### config.mk
export PLATFORM = sky130hd
export DESIGN_NAME = mem_program_loader_flat
export DESIGN_NICKNAME = d
export VERILOG_FILES = /design/src/rtl/mem_loader_pkg.sv /design/src/rtl/mem_program_loader_if.sv /design/src/rtl/mem_program_loader_byte_word_assembler.sv /design/src/rtl/mem_program_loader.sv /design/src/flat_wrapper.sv
export SDC_FILE = /design/constraint.sdc
export NUM_CORES = 1
export LEC_CHECK = 0
export ABC_AREA = 1
export CAP_MARGIN = 10
export CORE_AREA = 4 4 135 85
export DETAILED_ROUTE_END_ITERATION = 8
export DIE_AREA = 0 0 139 89
export PLACE_DENSITY_LB_ADDON = 0.2
export SETUP_SLACK_MARGIN = 0.4
export SLEW_MARGIN = 40
export SYNTH_ARGS = -nofsm -noshare
export SYNTH_HDL_FRONTEND = slang
export SYNTH_SLANG_ARGS = --single-unit
### constraint.sdc
create_clock -name clock -period 8.5 [get_ports clock]
set_input_delay 1.7 -clock clock [delete_from_list [all_inputs] [get_ports clock]]
set_output_delay 1.7 -clock clock [all_outputs]
set_load 0.01 [all_outputs]
### src/rtl/mem_loader_pkg.sv
// Shared types and constants for the program loader: FSM state encoding and
// the registered status bundle derived from each state.
package mem_loader_pkg;

    localparam int MEM_WORDS = 1024;
    localparam int HDR_BYTES = 2;

    typedef enum logic [2:0] {
        IDLE  = 3'd0,
        HDR0  = 3'd1,
        HDR1  = 3'd2,
        DATA  = 3'd3,
        WRITE = 3'd4,
        CSUM  = 3'd5,
        DONE  = 3'd6,
        ERR   = 3'd7
    } state_t;

    typedef struct packed {
        logic byte_ready;
        logic busy;
        logic done;
        logic error;
        logic cpu_reset_n;
    } status_t;

    // Status flags are loaded together with the state they belong to, so they stay registered.
    function automatic status_t status_of(state_t s);
        status_t r;
        r             = '0;
        r.byte_ready  = (s == HDR0) || (s == HDR1) || (s == DATA) || (s == CSUM);
        r.busy        = (s == HDR0) || (s == HDR1) || (s == DATA) || (s == WRITE);
        r.done        = (s == DONE);
        r.error       = (s == ERR);
        r.cpu_reset_n = (s == DONE);
        return r;
    endfunction

endpackage

### src/rtl/mem_program_loader_if.sv
// Byte-stream input and word-memory write port of the program loader.
// master = loader side, slave = byte source / memory side.
interface mem_program_loader_if;
    logic        byte_valid;
    logic [7:0]  byte_data;
    logic        byte_ready;
    logic        mem_ren;
    logic        mem_wen;
    logic [31:0] mem_addr;
    logic [31:0] mem_din;

    modport master (
        input  byte_valid, byte_data,
        output byte_ready, mem_ren, mem_wen, mem_addr, mem_din
    );

    modport slave (
        output byte_valid, byte_data,
        input  byte_ready, mem_ren, mem_wen, mem_addr, mem_din
    );
endinterface

### src/rtl/mem_program_loader_byte_word_assembler.sv
// Purpose: packs four little-endian bytes into a 32-bit word.
// Latency: word/word_full are combinational with the 4th byte, so the caller can register them.
// Backpressure: none; shifts only when shift_en is high.
module byte_word_assembler (
    input  logic        clock,
    input  logic        reset,
    input  logic        clear,
    input  logic        shift_en,
    input  logic [7:0]  byte_in,
    output logic [31:0] word,
    output logic        word_full
);
    logic [31:0] shift_q;
    logic [1:0]  byte_idx;

    always_ff @(posedge clock or posedge reset) begin
        if (reset) begin
            shift_q  <= '0;
            byte_idx <= '0;
        end else if (clear) begin
            shift_q  <= '0;
            byte_idx <= '0;
        end else if (shift_en) begin
            shift_q  <= {byte_in, shift_q[31:8]};
            byte_idx <= byte_idx + 2'd1;
        end
    end

    // Newest byte enters at the top, so after four shifts the first byte sits in [7:0].
    assign word      = {byte_in, shift_q[31:8]};
    assign word_full = shift_en && (byte_idx == 2'd3);

endmodule

### src/rtl/mem_program_loader.sv
// Purpose: loads a length-prefixed byte image into word memory, holding the CPU in reset until done (LOADER_CHECKSUM_EN adds a trailing XOR byte).
// Latency: mem_wen the cycle after a word's 4th byte; cpu_reset_n rises the cycle after the last write.
// Backpressure: byte_ready drops during the WRITE cycle and outside a load; unaccepted bytes must be held.
module mem_program_loader
    import mem_loader_pkg::*;
#(
    parameter int ADDR_W    = 10,
    parameter int BASE_ADDR = 0,
    parameter int MAX_WORDS = MEM_WORDS
) (
    input  logic                 clock,
    input  logic                 reset,
    input  logic                 start,
    mem_program_loader_if.master bus,
    output logic                 cpu_reset_n,
    output logic                 busy,
    output logic                 done,
    output logic                 error
);

`ifdef LOADER_CHECKSUM_EN
    localparam state_t LAST_ST = CSUM;
`else
    localparam state_t LAST_ST = DONE;
`endif

    state_t      state;
    status_t     sts;
    logic [7:0]  n_lo;
    logic [15:0] n_words;
    logic [15:0] word_cnt;
    logic        wen_q;
    logic [31:0] addr_q;
    logic [31:0] din_q;
`ifdef LOADER_CHECKSUM_EN
    logic [7:0]  csum_q;
`endif

    logic              transfer;
    logic              start_ok;
    logic [15:0]       hdr_n;
    logic [ADDR_W-1:0] wr_addr;
    logic [31:0]       asm_word;
    logic              asm_full;

    assign transfer = bus.byte_valid && sts.byte_ready;
    assign start_ok = start && ((state == IDLE) || (state == DONE) || (state == ERR));
    assign hdr_n    = {bus.byte_data, n_lo};
    assign wr_addr  = ADDR_W'(BASE_ADDR) + ADDR_W'(word_cnt);

    byte_word_assembler u_asm (
        .clock     (clock),
        .reset     (reset),
        .clear     (start_ok),
        .shift_en  ((state == DATA) && transfer),
        .byte_in   (bus.byte_data),
        .word      (asm_word),
        .word_full (asm_full)
    );

    always_ff @(posedge clock or posedge reset) begin
        if (reset) begin
            state    <= IDLE;
            sts      <= '0;
            n_lo     <= '0;
            n_words  <= '0;
            word_cnt <= '0;
            wen_q    <= 1'b0;
            addr_q   <= '0;
            din_q    <= '0;
`ifdef LOADER_CHECKSUM_EN
            csum_q   <= '0;
`endif
        end else begin
            wen_q <= 1'b0;
            case (state)
                IDLE, DONE, ERR: begin
                    if (start) begin
                        state    <= HDR0;
                        sts      <= status_of(HDR0);
                        n_words  <= '0;
                        word_cnt <= '0;
`ifdef LOADER_CHECKSUM_EN
                        csum_q   <= '0;
`endif
                    end
                end
                HDR0: begin
                    if (transfer) begin
                        n_lo  <= bus.byte_data;
                        state <= HDR1;
                        sts   <= status_of(HDR1);
                    end
                end
                HDR1: begin
                    if (transfer) begin
                        n_words <= hdr_n;
                        if (hdr_n == 16'd0) begin
                            state <= LAST_ST;
                            sts   <= status_of(LAST_ST);
                        end else if (int'(hdr_n) > MAX_WORDS) begin
                            state <= ERR;
                            sts   <= status_of(ERR);
                        end else begin
                            state  <= DATA;
                            sts    <= status_of(DATA);
                            addr_q <= 32'(ADDR_W'(BASE_ADDR));
                        end
                    end
                end
                DATA: begin
                    if (transfer) begin
`ifdef LOADER_CHECKSUM_EN
                        csum_q <= csum_q ^ bus.byte_data;
`endif
                        if (asm_full) begin
                            state  <= WRITE;
                            sts    <= status_of(WRITE);
                            wen_q  <= 1'b1;
                            din_q  <= asm_word;
                            addr_q <= 32'(wr_addr);
                        end
                    end
                end
                WRITE: begin
                    word_cnt <= word_cnt + 16'd1;
                    if (word_cnt + 16'd1 == n_words) begin
                        state <= LAST_ST;
                        sts   <= status_of(LAST_ST);
                    end else begin
                        state <= DATA;
                        sts   <= status_of(DATA);
                    end
                end
`ifdef LOADER_CHECKSUM_EN
                CSUM: begin
                    if (transfer) begin
                        if (bus.byte_data == csum_q) begin
                            state <= DONE;
                            sts   <= status_of(DONE);
                        end else begin
                            state <= ERR;
                            sts   <= status_of(ERR);
                        end
                    end
                end
`endif
                default: begin
                    state <= IDLE;
                    sts   <= status_of(IDLE);
                end
            endcase
        end
    end

    assign bus.byte_ready = sts.byte_ready;
    assign bus.mem_ren    = 1'b0;
    assign bus.mem_wen    = wen_q;
    assign bus.mem_addr   = addr_q;
    assign bus.mem_din    = din_q;
    assign cpu_reset_n    = sts.cpu_reset_n;
    assign busy           = sts.busy;
    assign done           = sts.done;
    assign error          = sts.error;

endmodule

### src/flat_wrapper.sv
// flat-port wrapper written by rule: the top's interface ports become plain ports
module mem_program_loader_flat import mem_loader_pkg::*;
#(
    parameter int ADDR_W    = 10,
    parameter int BASE_ADDR = 0,
    parameter int MAX_WORDS = MEM_WORDS
)
  (clock, reset, start, cpu_reset_n, busy, done, error, bus_byte_valid, bus_byte_data, bus_byte_ready, bus_mem_ren, bus_mem_wen, bus_mem_addr, bus_mem_din);
  mem_program_loader_if bus_i ();
  input  logic clock;
  input  logic reset;
  input  logic start;
  output logic cpu_reset_n;
  output logic busy;
  output logic done;
  output logic error;
  input wire logic [$bits(bus_i.byte_valid)-1:0] bus_byte_valid;
  input wire logic [$bits(bus_i.byte_data)-1:0] bus_byte_data;
  output wire logic [$bits(bus_i.byte_ready)-1:0] bus_byte_ready;
  output wire logic [$bits(bus_i.mem_ren)-1:0] bus_mem_ren;
  output wire logic [$bits(bus_i.mem_wen)-1:0] bus_mem_wen;
  output wire logic [$bits(bus_i.mem_addr)-1:0] bus_mem_addr;
  output wire logic [$bits(bus_i.mem_din)-1:0] bus_mem_din;
  assign bus_i.byte_valid = bus_byte_valid;
  assign bus_i.byte_data = bus_byte_data;
  assign bus_byte_ready = bus_i.byte_ready;
  assign bus_mem_ren = bus_i.mem_ren;
  assign bus_mem_wen = bus_i.mem_wen;
  assign bus_mem_addr = bus_i.mem_addr;
  assign bus_mem_din = bus_i.mem_din;
  mem_program_loader #(.ADDR_W(ADDR_W), .BASE_ADDR(BASE_ADDR), .MAX_WORDS(MAX_WORDS)) u_core (.clock(clock), .reset(reset), .start(start), .bus(bus_i), .cpu_reset_n(cpu_reset_n), .busy(busy), .done(done), .error(error));
endmodule
Word level (Yosys, flattened, before mapping)
Cells that the tools add are included.
W data, S select, Z words.
{"block": "totals", "ff_bits": 147, "in_bits": 12, "elab_cells": 86, "output_inout_bits": 71}
{"block": "op_classes", "eq_ne": 15, "mux": 35, "order_cmp": 1, "n_addsub": 2, "n_reduce_logical": 19}
{"operator": "$mux W32", "n": 7}
{"operator": "$pmux W16 S2", "n": 2}
{"operator": "$pmux W32 S2", "n": 1}
{"operator": "$mux W5", "n": 8}
{"operator": "$mux W16", "n": 2}
{"operator": "$pmux W5 S5", "n": 1}
{"operator": "$mux W3", "n": 8}
{"operator": "$add A16 B1 Y16 const B", "n": 1}
{"operator": "$eq A16 B16 Y1", "n": 1}
{"operator": "$gt A16 B11 Y1 const B", "n": 1}
{"operator": "$logic_not A16 Y1", "n": 1}
{"operator": "$pmux W3 S5", "n": 1}
{"operator": "$eq A3 B3 Y1 const B", "n": 3}
{"operator": "$ne A2 B1 Y1 const B", "n": 4}
{"operator": "$reduce_bool A2 Y1", "n": 4}
{"operator": "$eq A3 B2 Y1 const B", "n": 2}
{"operator": "$ne A2 B2 Y1 const B", "n": 3}
{"operator": "$reduce_and A3 Y1", "n": 2}
{"operator": "$reduce_and A6 Y1", "n": 1}
{"operator": "$reduce_and A5 Y1", "n": 1}
{"operator": "$logic_and A1 B1 Y1", "n": 4}
{"operator": "$mux W2", "n": 2}
{"operator": "$reduce_and A2 Y1", "n": 2}
{"operator": "$eq A3 B1 Y1 const B", "n": 1}
{"operator": "6 further kinds", "n": 9}

Depth between registers and ports, before layout
Gate-level depths: netlist of run 1.
{"block": "depth", "word_depth": 6, "mapped_depth": 16, "mapped_depth_nobuf": 16}

Cells and area by module
Synthesis of run 1 repeated with hierarchy kept, for this count alone.
{"block": "hier_totals", "cells_unflattened": 735, "area_unflattened_um2": 5936.9}
{"mod": "mem_program_loader", "cells_per_inst": 609, "seq_area_each_um2": 2252.2, "n_inst": 1, "area_each_um2": 4804.6}
{"mod": "byte_word_assembler", "cells_per_inst": 126, "seq_area_each_um2": 650.6, "n_inst": 1, "area_each_um2": 1132.3}

Worst setup path before layout of run 1
OpenSTA, ideal clock, no wires.
{"block": "synth_path", "path_kind": "in2reg", "start": "in bus_byte_data[1]", "end": "reg u_core.addr_q[0], in the netlist u_core.bus.mem_addr[0]", "t_required_ns": 8.380, "setup_ns": 0.120, "t_arrival_ns": 2.644, "setup_slack_ns": 5.735, "path_stages": 9, "n_path_buf": 1, "path_cell_list": "inv_1 nand2_1 nor3_1 nand3_1 nand3_1 nand2_1 clkbuf_1 o21ai_0 nand2_1"}
{"block": "synth_between", "elab_chain_cells": 3}
{"item": "start, declared", "line": "flat_wrapper.sv:18", "rtl": "input wire logic [$bits(bus_i.byte_data)-1:0] bus_byte_data;"}
{"item": "$gt A16 B11 Y1 or $logic_not A16 Y1 (tied branches)", "line": "mem_program_loader.sv:101, mem_program_loader.sv:98"}
{"item": "$ne A2 B2 Y1 (no source line)"}
{"item": "$reduce_and A6 Y1 (no source line) *"}
{"item": "end signal, assigned", "line": "mem_program_loader.sv:107", "rtl": "addr_q <= 32'(ADDR_W'(BASE_ADDR));"}
{"item": "end signal, assigned", "line": "mem_program_loader.sv:121", "rtl": "addr_q <= 32'(wr_addr);"}
{"item": "end, declared", "line": "mem_program_loader.sv:33", "rtl": "logic [31:0] addr_q;"}
Every way passes the cells marked *; elsewhere a longest branch is shown, timed or not.
A chain may end at the register's enable or synchronous reset.

Worst setup path in the final report of run 1
{"block": "layout_path", "start": "in bus_byte_valid", "end": "reg u_core.u_asm.shift_q[14]"}
{"block": "layout_between", "elab_chain_cells": 3}
{"item": "start, declared", "line": "flat_wrapper.sv:17", "rtl": "input wire logic [$bits(bus_i.byte_valid)-1:0] bus_byte_valid;"}
{"item": "$logic_and A1 B1 Y1", "line": "mem_program_loader.sv:46", "rtl": "assign transfer = bus.byte_valid && sts.byte_ready;"}
{"item": "$logic_and A1 B1 Y1", "line": "mem_program_loader.sv:55", "rtl": ".shift_en ((state == DATA) && transfer),"}
{"item": "$reduce_bool A2 Y1 (no source line)"}
{"item": "end signal, assigned", "line": "mem_program_loader_byte_word_assembler.sv:24", "rtl": "shift_q <= {byte_in, shift_q[31:8]};"}
{"item": "end, declared", "line": "mem_program_loader_byte_word_assembler.sv:13", "rtl": "logic [31:0] shift_q;"}
No other way between the ends.

==> flow_metrics.tcl, run 1 <==
set metrics [dict create \
    run_status "completed" \
    critPathRequiredTime_ns 8.75 \
    die_x_um 139 \
    synth-seq-cells 116 \
    finClkSkew_ns 0.00793 \
    timing.critical_path.from_type "primary input" \
    post_route_cells_drive_above_1_share_pct 6.85 \
    ir_drop_mv 0.222 \
    timing.final.max_slew_violations 0 \
    die_y_um 89 \
    max_slew.worst_pin.slew_ns 0.785 \
    slowest_stage_delay_on_critical_path_ns 0.68 \
    largest_net_degree_at_the_start_of_global_routing 82 \
    area_delta_synth_final_pct 22.3 \
    synth_top_area_share_pct 52.2 \
    setup_violations 0 \
    place.detailed.hpwl_mm 10.1 \
    die-area_sq_mm 0.0124 \
    layout.cells.most_common_list "175 x nand2_1, 116 x dfrtp_1, 89 x inv_1, 68 x nand3_1, 65 x o21ai_0" \
    fin_nets 760 \
    placed_cell_area_sq_mm 0.00616 \
    fin_tns_setup_ns 0 \
    static-leakage-power_nw 3.28 \
    routed_wl_mm 14.7 \
    yosys.area_share.simple_pct 23.7 \
    grt.total_usage_pct 24.5 \
    fp-row-count 29 \
    io_buffers 59 \
    clkSinkCount 116 \
    yosys.area_share.adder_pct 0.450 \
    grt_first_pass_wirelength_mm 23.8 \
    crit_path_cell_trace "clkdlybuf4s50_1, nand2_1, nor2_2, clkinv_1, nand2_2, o22ai_1" \
    synth.yosys.seq_area_share_pct 52.2 \
    synth_area_per_cell_sq_um 8.08 \
    post-route-period-util_pct 43.8 \
    route.vias.total 4958 \
    synth-compound-area-share_pct 11.9 \
    arrival_ns 3.97 \
    cts_tree "built" \
    final_hold_viol_count 0 \
    timing.critical_path.fanout_max 26 \
    cts.htree.levels 4 \
    postSynthCellCount 689 \
    portion_of_netlist_area_occupied_by_mux_cells_pct 0 \
    antenna_nets_post_route 0 \
    grt_total_ovfl 0 \
    min-delay-path-class "flip-flop to flip-flop" \
    cts_hold_buffers 0 \
    avgRoutedWirePerCell_um 16.4 \
    starting_drt_drc_count 497 \
    postCtsSetupBuffers 0 \
    gpl.final_weighted_congestion 0.924 \
    number_of_unique_standard_cell_types_used_by_synthesis 26 \
    synthesis.yosys.warnings 0 \
    cts_buffer_depth 2 \
    drt_drc_violations_left 0 \
    layout.cells.most_common "nand2_1" \
    drv_cap 0 \
    fmax_mhz 269 \
    timing.max_slew.rel_slack_pct 47.5 \
    floorplan.core_area_sq_mm 0.0103 \
    final_worst_hold_slack_ns 0.483 \
    cp.buffers_inverters 2 \
    via_per_inst 5.52 \
    fin_crit_ns 3.72 \
    critPathSlowestCell "nand2_2" \
    dr.pass1.iters 7 \
    mappedNetlistArea_sq_mm 0.00556 \
    final_area_sq_mm 0.00681 \
    synth-xor-area-share_pct 0 \
    timing.setup.critical_path_class "primary input to flip-flop" \
    critical-path-top-delay-family "buffers and inverters" \
    power_density_mw_per_mm2 293 \
    number_of_global_route_vias_before_repair 4754 \
    latest_clock_arrival_within_the_worst_skew_pair_ns 0.41 \
    antenna_found_initial 0 \
    antenna-diode-count 0 \
    cts_made_buffers 17 \
    initial_utilization_pct 54.0 \
    synth_top_family_by_area "simple AND/OR/NAND/NOR gates" \
    grt_setup_unrepaired "false" \
    critical_path.endpoint_type "flip-flop" \
    cts_resized 0 \
    netlist_top_cells_area "dfrtp_1 52%, nand2_1 12%, nand3_1 6.1%" \
    ports_placed_on_the_boundary 83 \
    netlist.top_cell.by_area "dfrtp_1" \
    cts_root_buf "clkbuf_16" \
    clk_transition_reported_paths_ns 0.06 \
]
## path summary, 6_finish.rpt
| path | startpoint | to | slack [ns] | cells past startpoint |
|---|---|---|---|---|
| worst max-delay path | bus_byte_valid | u_core.u_asm.shift_q[14] | 4.78 | 6 |
| worst min-delay path | u_core.bus.mem_din[22] | u_core.bus.mem_din[22] | 0.48 | 2 |
| worst max register to register | u_core.state[2] | u_core.u_asm.shift_q[14] | 5.51 | 8 |
| worst min register to register | u_core.bus.mem_din[22] | u_core.bus.mem_din[22] | 0.48 | 2 |
| max in group asynchronous | reset | u_core.u_asm.shift_q[9] | 5.73 | 3 |
| min in group asynchronous | reset | u_core.bus.mem_din[13] | 1.69 | 2 |
## synthesized netlist by cell type (all sizes together)
cell / instances
o21ai: 66
a21boi: 1
clkbuf: 15
a21oi: 2
nand4: 14
inv: 97
o22ai: 46
nor3: 2
o21bai: 1
conb: 1
a22oi: 1
dfrtp: 116
buf: 30
a31oi: 2
clkinv: 3
nor2: 41
nand2: 181
nand3: 68
ha: 2
## worst min-delay path: cells and delay by family, from the launching register on
family	cells	cell delay, ns
AOI/OAI and AO/OA	1	0.05
and+or+nand+nor	1	0.05
DFF	1	0.34
## registers in the layout, indices dropped and copies added (netlist names)
name	flops
u_core.bus.byte_ready	1
u_core.bus.mem_addr	10
u_core.bus.mem_din	32
u_core.bus.mem_wen	1
u_core.busy	1
u_core.done	1
u_core.error	1
u_core.n_lo	8
u_core.n_words	16
u_core.state	3
u_core.u_asm.byte_idx	2
u_core.u_asm.shift_q	24
u_core.word_cnt	16
## kinds of logic after synthesis
group                      Yosys count
and+or+nand+nor                    306
other                                1
buffers and inverters              145
AOI/OAI and AO/OA                  119
DFF                                116
adders and majority gates            2
## per-layer routing
layer	vias up	GRT usage [%]	part of all wire, %
met1	2373	36.0	47
met4	0	9.24	1.6
met3	27	5.02	9.0
met5	-	0	0
met2	235	36.2	42
li1	2323	-	-
## power by group
part,switching [mW],leakage [nW],internal (mW)
sequential,0.0552,1.59,0.646
clock,0.244,0.310,0.521
combinational,0.365,1.38,0.162
total,0.664,3.28,1.33
## stage by stage
stage | cells | setup slack, ns | util, % | power [mW]
floorplan | 711 | 3.73 | - | 1.07
global placement | 866 | 4.33 | 59.7 | 1.20
detailed placement | 866 | 4.15 | 59.8 | 1.21
CTS | 898 | 4.57 | 66.0 | 1.98
global route | 898 | 4.53 | 66.0 | 2.10
finish | 898 | 4.78 | 66.0 | 1.99
## final cells by class
cell class	count	area, sq um
multi-input cells	450	2100
clock buffers	24	492
repair buffers	61	609
clock inverters	8	146
flip-flops and latches	116	2900
fillers	859	3500
inverters	100	378
well taps	139	174
(Power assumes the default switching activity.)
==> inputs of run 2 (changes only) <==
--- a/config.mk
+++ b/config.mk
@@ -7,9 +7,9 @@
 export LEC_CHECK = 0
 export ABC_AREA = 1
 export CAP_MARGIN = 10
-export CORE_AREA = 4 4 135 85
+export CORE_AREA = 4 4 143 90
 export DETAILED_ROUTE_END_ITERATION = 8
-export DIE_AREA = 0 0 139 89
+export DIE_AREA = 0 0 147 94
 export PLACE_DENSITY_LB_ADDON = 0.2
 export SETUP_SLACK_MARGIN = 0.4
 export SLEW_MARGIN = 40
==> constraint.sdc (replaced) <==
create_clock -name clock -period 3.4 [get_ports clock]
set_input_delay 0.68 -clock clock [delete_from_list [all_inputs] [get_ports clock]]
set_output_delay 0.68 -clock clock [all_outputs]
set_load 0.01 [all_outputs]
==> flow_metrics.tcl, run 2 (synthesis gave the netlist of run 1 again) <==
set metrics [dict create \
    run_status "completed" \
    cts.htree.levels 4 \
    starting_drt_drc_count 471 \
    route.vias.total 4918 \
    dr.pass1.iters 5 \
    timing.critical_path.from_type "flip-flop" \
    grt_setup_unrepaired "false" \
    cts_hold_buffers 0 \
    antenna_nets_post_route 0 \
    met2_wirelength_mm 6.32 \
    static-leakage-power_nw 3.30 \
    placed_cell_area_sq_mm 0.00626 \
    drt_drc_violations_left 0 \
    timing.critical_path.fanout_max 26 \
    place_inst 898 \
    io_buffers 59 \
    die-area_sq_mm 0.0138 \
    area_delta_synth_final_pct 24.3 \
    antenna_found_initial 0 \
    min_delay_path_depth 2 \
    cts_buffer_depth 2 \
    clkSinkCount 116 \
    initial_utilization_pct 47.7 \
    routed_wl_mm 14.9 \
    die_y_um 94 \
    cts_resized 0 \
    finClkSkew_ns 0.00764 \
    post-route-period-util_pct 71.3 \
    fp-row-count 31 \
    grt.total_usage_pct 22.7 \
    finish.cell_count_without_fillers 931 \
    min-delay-path-class "flip-flop to flip-flop" \
    place.detailed.hpwl_mm 10.7 \
    number_of_global_route_vias_before_repair 4687 \
    max_slew.worst_pin.slew_ns 0.647 \
    gpl.final_weighted_congestion 0.902 \
    postCtsSetupBuffers 0 \
    avgRoutedWirePerCell_um 16.0 \
    clk_transition_reported_paths_ns 0.05 \
    via_per_inst 5.28 \
    timing.max_slew.rel_slack_pct 56.8 \
    ports_placed_on_the_boundary 83 \
    largest_net_degree_at_the_start_of_global_routing 66 \
    antenna-diode-count 0 \
    layout.cells.most_common "nand2_1" \
    setup_violations 0 \
    ff2ff_path_depth 10 \
    fin_tns_setup_ns 0 \
    detail_route.wirelength.met1_mm 7.20 \
    postLayoutSetupSlackWorst_ns 0.977 \
    arrival_ns 2.70 \
    critical_path.endpoint_type "flip-flop" \
    highest_signal_layer_in_the_routed_design "met4" \
    largest_register_ff_count 32 \
    cts_made_buffers 17 \
    setup.reg_to_reg.worst_slack_ns 0.98 \
    timing.final.max_slew_violations 0 \
    final_area_sq_mm 0.00692 \
    fin_nets 767 \
    timing.setup.critical_path_class "flip-flop to flip-flop" \
    die_x_um 147 \
    met3_length_mm 1.30 \
    cts_tree "built" \
    grt_first_pass_wirelength_mm 24.3 \
    latest_clock_arrival_within_the_worst_skew_pair_ns 0.41 \
    drv_cap 0 \
    layout.cells.most_common_list "176 x nand2_1, 116 x dfrtp_1, 89 x inv_1, 68 x nand3_1, 65 x o21ai_0" \
    pre_cts_ws_ns 0.727 \
    grt_total_ovfl 0 \
    final_hold_viol_count 0 \
    floorplan.core_area_sq_mm 0.0117 \
    power_density_mw_per_mm2 723 \
    ir_drop_mv 0.399 \
    post_route_cells_drive_above_1_share_pct 7.83 \
    fin_crit_ns 2.42 \
    cts_root_buf "clkbuf_16" \
    post-layout-total-power_mw 5.00 \
    fmax_mhz 413 \
    critPathRequiredTime_ns 3.68 \
]
[run 2: changes by cell type in the layout (fill, tap and decap cells not counted)]
cell	change
buf_4	+5
clkbuf_1	-2
buf_12	+3
inv_4	-1
clkinvlp_4	+3
clkinv_4	+2
nand2_4	-1
buf_6	-1
nand2_1	+1
clkbuf_8	-2
[run 2: final cells by class]
type                       instances  area [sq um]
clock buffer                      20           457
tap                              165           206
timing repair buffer              68           696
inverter                         100           379
fill                            1025          4760
multi-input combinational        450          2100
clock inverter                    12           179
sequential                       116          2900
[run 2: final timing paths]
check / start / end
min in group asynchronous: reset / u_core.bus.mem_din[20]
max: u_core.state[2] / u_core.u_asm.shift_q[12]
max in group asynchronous: reset / u_core.n_words[4]
min: u_core.bus.mem_din[25] / u_core.bus.mem_din[25]
min reg2reg: u_core.bus.mem_din[25] / u_core.bus.mem_din[25]
max reg2reg: u_core.state[2] / u_core.u_asm.shift_q[12]
[run 2: critical path: stages, from the launching register on]
cell,delay [ns]
dfrtp_1,0.43
nor2_1,0.15
inv_2,0.07
nor2_2,0.47
inv_2,0.06
nor2_2,0.20
clkinv_1,0.09
buf_4,0.22
nand2_1,0.21
buf_4,0.28
o22ai_1,0.10
[run 2: report_power, final]
group / internal, mW / switching (mW) / leakage [nW]
combinational: 0.427 / 0.921 / 1.40
clock: 1.26 / 0.631 / 0.302
sequential: 1.62 / 0.138 / 1.59
[run 2: stage by stage]
| stage | hold WS [ns] | utilization [%] |
|---|---|---|
| 2_1_floorplan | 0.453 | - |
| 3_3_place_gp | 0.466 | 53.6 |
| 3_5_place_dp | 0.473 | 53.6 |
| 4_1_cts | 0.486 | 59.1 |
| 5_1_grt | 0.513 | 59.2 |
| 6_report | 0.483 | 59.2 |
[run 2: per-layer routing]
layer  vias up  track usage (%)
li1       2337                -
met1      2384             34.2
met2       187             32.2
met3        10             6.22
met4         0             6.20
met5         -                0
